**config.mk**
```make
export PLATFORM = sky130hd
export DESIGN_NAME = aes_round_ctrl_flat
export DESIGN_NICKNAME = d
export VERILOG_FILES = /design/src/rtl/aes_round_ctrl_if.sv /design/src/rtl/aes_round_ctrl.sv /design/src/flat_wrapper.sv
export SDC_FILE = /design/constraint.sdc
export NUM_CORES = 1
export LEC_CHECK = 0
export CAP_MARGIN = 10
export CORE_AREA = 2 2 258 260
export DETAILED_ROUTE_END_ITERATION = 16
export DIE_AREA = 0 0 260 262
export SETUP_SLACK_MARGIN = 0.1
export SKIP_LAST_GASP = 1
export SLEW_MARGIN = 40
export SYNTH_ARGS = -nofsm -noshare
export SYNTH_HDL_FRONTEND = slang
export SYNTH_SLANG_ARGS = --single-unit
```
**constraint.sdc**
```tcl
create_clock -name iClk -period 12.6 [get_ports iClk]
set_clock_uncertainty 0.05 [all_clocks]
set_input_delay 2.52 -clock iClk [delete_from_list [all_inputs] [get_ports iClk]]
set_output_delay 2.52 -clock iClk [all_outputs]
set_load 0.005 [all_outputs]
```
**src/rtl/aes_round_ctrl_if.sv**
```systemverilog
// ---------------------------------------------------------------------------
// aes_round_ctrl_if
//
// Purpose: bundles every non-clock/reset signal of aes_round_ctrl: the
// plaintext input handshake, the ciphertext output handshake, the round
// datapath link and the key store link.
//
// Handshake semantics (both directions): a transfer happens on a rising
// clock edge where valid and ready are both high. A producer that raises
// valid keeps it high and keeps its data stable until that edge. Ready may
// be high before valid, and the consumer may drop ready at any time.
//
// Signals:
//   iValid/oReady/iData        plaintext in (byte k at bits [8k+7:8k])
//   oValid/iReady/oData        ciphertext out (same byte order)
//   oRoundData/oFinal          state register and final-round flag to the
//                              combinational round datapath
//   iRoundData                 datapath result for oRoundData/oFinal
//   oKeyIdx/iRoundKey          round-key request and combinational answer
//   oBusy                      a block is in flight (ROUND or DONE)
//
// Modports:
//   master - the surrounding system (block source/sink, datapath, key store)
//   slave  - the round controller
// ---------------------------------------------------------------------------
interface aes_round_ctrl_if;
    logic         iValid;
    logic         oReady;
    logic [127:0] iData;
    logic         oValid;
    logic         iReady;
    logic [127:0] oData;
    logic [127:0] oRoundData;
    logic         oFinal;
    logic [127:0] iRoundData;
    logic [3:0]   oKeyIdx;
    logic [127:0] iRoundKey;
    logic         oBusy;

    modport master (
        output iValid, iData, iReady, iRoundData, iRoundKey,
        input  oReady, oValid, oData, oRoundData, oFinal, oKeyIdx, oBusy
    );

    modport slave (
        input  iValid, iData, iReady, iRoundData, iRoundKey,
        output oReady, oValid, oData, oRoundData, oFinal, oKeyIdx, oBusy
    );
endinterface

```
**src/rtl/aes_round_ctrl.sv**
```systemverilog
// ---------------------------------------------------------------------------
// aes_round_ctrl
//
// Purpose: iterative AES encryption round sequencer. Accepts a plaintext
// block, applies the initial AddRoundKey, then steps an external
// combinational round datapath NR times, XORing in the round key from an
// external key store each cycle, and presents the ciphertext on an output
// handshake.
//
// Parameters:
//   NR         number of rounds: 10, 12 or 14 (AES-128/192/256)
//
// Ports:
//   iClk       clock, all state changes on the rising edge
//   iRst       asynchronous active-high reset
//   bus        aes_round_ctrl_if.slave (handshakes, datapath, key store)
//   oDbgState  current FSM state (0 IDLE, 1 ROUND, 2 DONE)
// ---------------------------------------------------------------------------
module aes_round_ctrl #(
    parameter int NR = 10
) (
    input  logic             iClk,
    input  logic             iRst,
    aes_round_ctrl_if.slave  bus,
    output logic [1:0]       oDbgState
);

    typedef enum logic [1:0] {
        ST_IDLE  = 2'd0,
        ST_ROUND = 2'd1,
        ST_DONE  = 2'd2
    } state_t;

    localparam logic [3:0] LP_NR = 4'(NR);

    state_t       r_state;
    logic [127:0] r_st;
    logic [3:0]   r_rnd;
    logic [127:0] r_data;
    logic         r_valid;
    logic         r_ready;
    logic         r_final;
    logic         r_busy;

    logic [127:0] w_init_st;
    logic [127:0] w_next_st;
    logic         w_last;
    logic [3:0]   w_rnd_inc;

    assign w_init_st = bus.iData ^ bus.iRoundKey;
    assign w_next_st = bus.iRoundData ^ bus.iRoundKey;
    assign w_last    = (r_rnd == LP_NR);
    assign w_rnd_inc = r_rnd + 4'd1;

    // The round counter is zero outside ROUND, so it doubles as the key
    // index: key 0 is presented while idle for the initial AddRoundKey.
    always_ff @(posedge iClk or posedge iRst) begin
        if (iRst) begin
            r_state <= ST_IDLE;
            r_st    <= '0;
            r_rnd   <= '0;
            r_data  <= '0;
            r_valid <= 1'b0;
            r_ready <= 1'b1;
            r_final <= 1'b0;
            r_busy  <= 1'b0;
        end else begin
            case (r_state)
                ST_IDLE: begin
                    if (bus.iValid) begin
                        r_st    <= w_init_st;
                        r_rnd   <= 4'd1;
                        r_final <= (LP_NR == 4'd1);
                        r_ready <= 1'b0;
                        r_busy  <= 1'b1;
                        r_state <= ST_ROUND;
                    end
                end
                ST_ROUND: begin
                    r_st <= w_next_st;
                    if (w_last) begin
                        // Final round result goes straight to the output
                        // register; the counter returns to 0 and stops.
                        r_data  <= w_next_st;
                        r_valid <= 1'b1;
                        r_rnd   <= '0;
                        r_final <= 1'b0;
                        r_state <= ST_DONE;
                    end else begin
                        r_rnd   <= w_rnd_inc;
                        r_final <= (w_rnd_inc == LP_NR);
                    end
                end
                ST_DONE: begin
                    if (bus.iReady) begin
                        r_valid <= 1'b0;
                        r_ready <= 1'b1;
                        r_busy  <= 1'b0;
                        r_state <= ST_IDLE;
                    end
                end
                default: begin
                    r_state <= ST_IDLE;
                end
            endcase
        end
    end

    assign bus.oReady     = r_ready;
    assign bus.oValid     = r_valid;
    assign bus.oData      = r_data;
    assign bus.oRoundData = r_st;
    assign bus.oFinal     = r_final;
    assign bus.oKeyIdx    = r_rnd;
    assign bus.oBusy      = r_busy;
    assign oDbgState      = r_state;

endmodule

```
**src/flat_wrapper.sv**
```systemverilog
// flat-port wrapper written by rule: the top's interface ports become plain ports
module aes_round_ctrl_flat 
#(
    parameter int NR = 10
)
  (iClk, iRst, oDbgState, bus_iValid, bus_iData, bus_iReady, bus_iRoundData, bus_iRoundKey, bus_oReady, bus_oValid, bus_oData, bus_oRoundData, bus_oFinal, bus_oKeyIdx, bus_oBusy);
  aes_round_ctrl_if bus_i ();
  input  logic iClk;
  input  logic iRst;
  output logic [1:0] oDbgState;
  input wire logic [$bits(bus_i.iValid)-1:0] bus_iValid;
  input wire logic [$bits(bus_i.iData)-1:0] bus_iData;
  input wire logic [$bits(bus_i.iReady)-1:0] bus_iReady;
  input wire logic [$bits(bus_i.iRoundData)-1:0] bus_iRoundData;
  input wire logic [$bits(bus_i.iRoundKey)-1:0] bus_iRoundKey;
  output wire logic [$bits(bus_i.oReady)-1:0] bus_oReady;
  output wire logic [$bits(bus_i.oValid)-1:0] bus_oValid;
  output wire logic [$bits(bus_i.oData)-1:0] bus_oData;
  output wire logic [$bits(bus_i.oRoundData)-1:0] bus_oRoundData;
  output wire logic [$bits(bus_i.oFinal)-1:0] bus_oFinal;
  output wire logic [$bits(bus_i.oKeyIdx)-1:0] bus_oKeyIdx;
  output wire logic [$bits(bus_i.oBusy)-1:0] bus_oBusy;
  assign bus_i.iValid = bus_iValid;
  assign bus_i.iData = bus_iData;
  assign bus_i.iReady = bus_iReady;
  assign bus_i.iRoundData = bus_iRoundData;
  assign bus_i.iRoundKey = bus_iRoundKey;
  assign bus_oReady = bus_i.oReady;
  assign bus_oValid = bus_i.oValid;
  assign bus_oData = bus_i.oData;
  assign bus_oRoundData = bus_i.oRoundData;
  assign bus_oFinal = bus_i.oFinal;
  assign bus_oKeyIdx = bus_i.oKeyIdx;
  assign bus_oBusy = bus_i.oBusy;
  aes_round_ctrl #(.NR(NR)) u_core (.iClk(iClk), .iRst(iRst), .bus(bus_i), .oDbgState(oDbgState));
endmodule
```
==> impl_metrics.toml <==
[outcome]
outcome = "completed"

[finish]
layout-drive-gt1-share = 0.03614
multiInputGateArea_um2 = 7971
most_frequent_standard_cell_in_the_layout_excluding_fill_and_tap_cells = "clkdlybuf4s50_1"
num-fill-cells = 6521
post_layout_nonfiller_instances = 3188
nets = 2694
antennaDiodeCount = 0
layout-area-overhead-vs-synth_pct = 53.12
final_cell_mix = "clkdlybuf4s50_1, a21oi_1, dfrtp_1, nand2_1, inv_1"
finalInstanceArea_um2 = 24150
layout.area.seq_um2 = 6665

[sta]
fin_tns_setup_ps = 0
setup_viol_count_final = 0
final_min_period_over_clock_period = 0.4068
finalCriticalPeriod_ps = 5125
worst-slew-pin-transition_ps = 827.8
hold_viol_final = 0
rsz0062_at_grt = "no"
max-slew-margin-rel = 0.4481
final_max_slew_viol_count = 0
achievable-frequency_ghz = 0.1951

[global_routing]
gr-usage-all-layers = 0.1902
globalRouteMet1Util = 0.2206
grt_use_met2 = 0.3334
grt_first_pass_wirelength_um = 101200
initial_antenna_violation_count = 2
globalRoute.totalOverflow = 0
first_global_vias = 16800
grt_util_met3 = 0.05353
grt_start_max_net_pins = 107
busiest_layer = "met2"

[yosys]
ys_ff_latch = 266
synth.lib_cells_used.distinct = 31
mappedNetlistArea_um2 = 15770
synth_fp_nets = 2122
synth_warnings = 0
synth-seq-area-share = 0.4221
post_synth_inst_count = 1731
synth.avg_cell_area_um2 = 9.112

[clock_tree]
numCtsBuffers = 35
cts.reportedPaths.clkPinSlew_ps = 60
cts.path.max_buffers = 3
cts_num_sinks = 266
cts_hold_buffers = 0
worst_skew_pair.late_latency_ps = 540
ctsHtreeMaxLevel = 2
post-cts-setup-buffer-count = 0
ctsResizeCount = 0
cts_tree = "yes"
cts_root_buf = "clkbuf_16"

[placement]
dpl.hpwl_um = 47050
input_output_buffers = 653
dp_cells = 3129
place_area_um2 = 23030
routabilityCongestion = 0.8624

[drt]
ant_nets = 0
drc_violations_left = 0
vias = 15940
number_of_optimization_iterations_in_the_first_detailed_route_pass = 5
initialDrtViolationCount = 946
drt-vias-per-instance = 5.001
routed_wl_um = 68060
wl_per_cell_um = 21.35

[power]
vdd_ir_drop_max_mv = 0.1167
power.leakage_uw = 0.009362
power_density_nw_per_um2 = 217.5

[floorplan]
floorplan.die.width_um = 260
i_o_pin_count = 654
floorplan.die_area_um2 = 68120
count_of_standard_cell_rows = 94
start_util = 0.2416
core_region_area_um2 = 65280
floorplan.die.height_um = 262

[min_path]
worstHoldPathCells = 2
hp-class = "reg -> reg"
hold_end = "u_core.bus.oReady$_DFFE_PP1P_"
timing.hold.worst.start = "u_core.bus.oReady$_DFFE_PP1P_"

[setup_path]
required_ps = 13000
crit-reg2reg-launch = "u_core.oDbgState[1]$_DFFE_PP0P_"
r2r_setup_slk_ps = 8980
slowest_cell_on_the_critical_path = "clkdlybuf4s50_1"
r2r.worst_path.cells = 7
start_kind = "primary input"
category_of_the_worst_setup_path_capture_point = "flop"
critPathMaxFanout = 81
worstSetupPathType = "in -> reg"
cp_cell_sequence = "clkdlybuf4s50_1, o21ba_4, buf_6, buf_4, o2111ai_1, o211ai_1"
worst-endpoint-arrival_ps = 5520
worst_path_largest_cell_delay_ps = 760
r2r_end = "u_core.bus.oRoundData[20]$_DFFE_PP0P_"

[flow_run]
reported_max_cap_violation_count = 0
==> worst max-delay path: cells and delay by family <==
kind | cells | cell delay [ps]
compound gates | 3 | 910
buf+inv | 3 | 1930
==> state kept, by name, indices dropped and copies added, names as in the netlist <==
register / flops
u_core.bus.oFinal: 1
u_core.bus.oValid: 1
u_core.oDbgState: 2
u_core.bus.oData: 128
u_core.bus.oReady: 1
u_core.bus.oKeyIdx: 4
u_core.bus.oRoundData: 128
u_core.bus.oBusy: 1
==> metal layers <==
layer	routed length [um]	up-vias	share of wire
li1	-	7322	-
met1	26680	7847	0.39
met2	33690	644	0.50
met3	5362	125	0.079
met4	2302	4	0.034
met5	23	-	0.00034
==> through the flow <==
step	util	hold slack (ps)	total power, uW	setup slack, ps
floorplan	-	407.1	2789	2706
global placement	0.3512	408.9	4203	6794
detailed placement	0.3528	426.3	4292	7009
CTS	0.3696	436.3	5316	7568
global route	0.3700	461.9	5599	7316
finish	0.3700	435.6	5254	7475
==> cells in the mapped netlist <==
library cell | instances | area [um2]
ha_1 | 3 | 37.54
o21ba_4 | 1 | 16.27
a21boi_0 | 112 | 840.8
dfstp_2 | 1 | 26.28
nand2_1 | 133 | 499.2
xor2_1 | 1 | 8.760
inv_1 | 133 | 499.2
dfrtp_1 | 265 | 6631
o31ai_1 | 1 | 7.510
buf_2 | 84 | 420.4
nand2b_1 | 130 | 813.3
o2111ai_1 | 128 | 1121
a21o_1 | 2 | 15.01
nand3b_1 | 130 | 975.9
a21oi_1 | 263 | 1316
buf_1 | 3 | 11.26
and3b_1 | 1 | 8.760
clkbuf_1 | 50 | 187.7
a21boi_1 | 16 | 120.1
o21bai_2 | 1 | 11.26
xnor2_1 | 129 | 1130
o211ai_1 | 128 | 960.9
nand2b_2 | 1 | 8.760
nor2b_1 | 1 | 6.260
nand3_1 | 1 | 5.000
o21ai_0 | 3 | 15.01
buf_6 | 3 | 33.78
nor2_1 | 2 | 7.510
o2bb2ai_1 | 1 | 8.760
o22ai_1 | 1 | 6.260
buf_4 | 3 | 22.52
==> cell families (layout without fill, tap and decap cells) <==
family	after synthesis	count (layout)	synth area share
AO/OA/AOI/OAI	657	657	0.2815
XOR/XNOR	130	130	0.07219
adder cells (fa/ha/maj)	3	3	0.002380
AND/OR/NAND/NOR	399	399	0.1474
flip-flops	266	266	0.4221
buffers and inverters	276	869	0.07449
==> worst max path at each step <==
stage / end / slack (ps) / from / cells after the start
final: u_core.bus.oRoundData[65]$_DFFE_PP0P_ / 7470 / bus_iValid / 6
after global routing: u_core.bus.oRoundData[55]$_DFFE_PP0P_ / 7320 / bus_iValid / 6
after CTS: u_core.bus.oRoundData[65]$_DFFE_PP0P_ / 7570 / bus_iValid / 6
after detailed placement: u_core.bus.oRoundData[65]$_DFFE_PP0P_ / 7010 / bus_iValid / 6
after global placement: u_core.bus.oRoundData[69]$_DFFE_PP0P_ / 6790 / bus_iValid / 6
after floorplan: u_core.bus.oBusy$_DFFE_PP0P_ / 2710 / iRst / 1
==> layout make-up <==
type                    count  share of cell area
well taps                 864             0.04476
inverters                 133             0.02119
clock inverters             6            0.002383
multi-input cells        1189              0.3301
repair buffers            678              0.2825
flip-flops and latches    266              0.2760
clock buffers              52             0.04316
==> power breakdown <==
group	switching [uW]	internal [uW]
sequential	287	1260
clock	399	589
combinational	1380	1330
total	2070	3190
(Power assumes the default switching activity.)
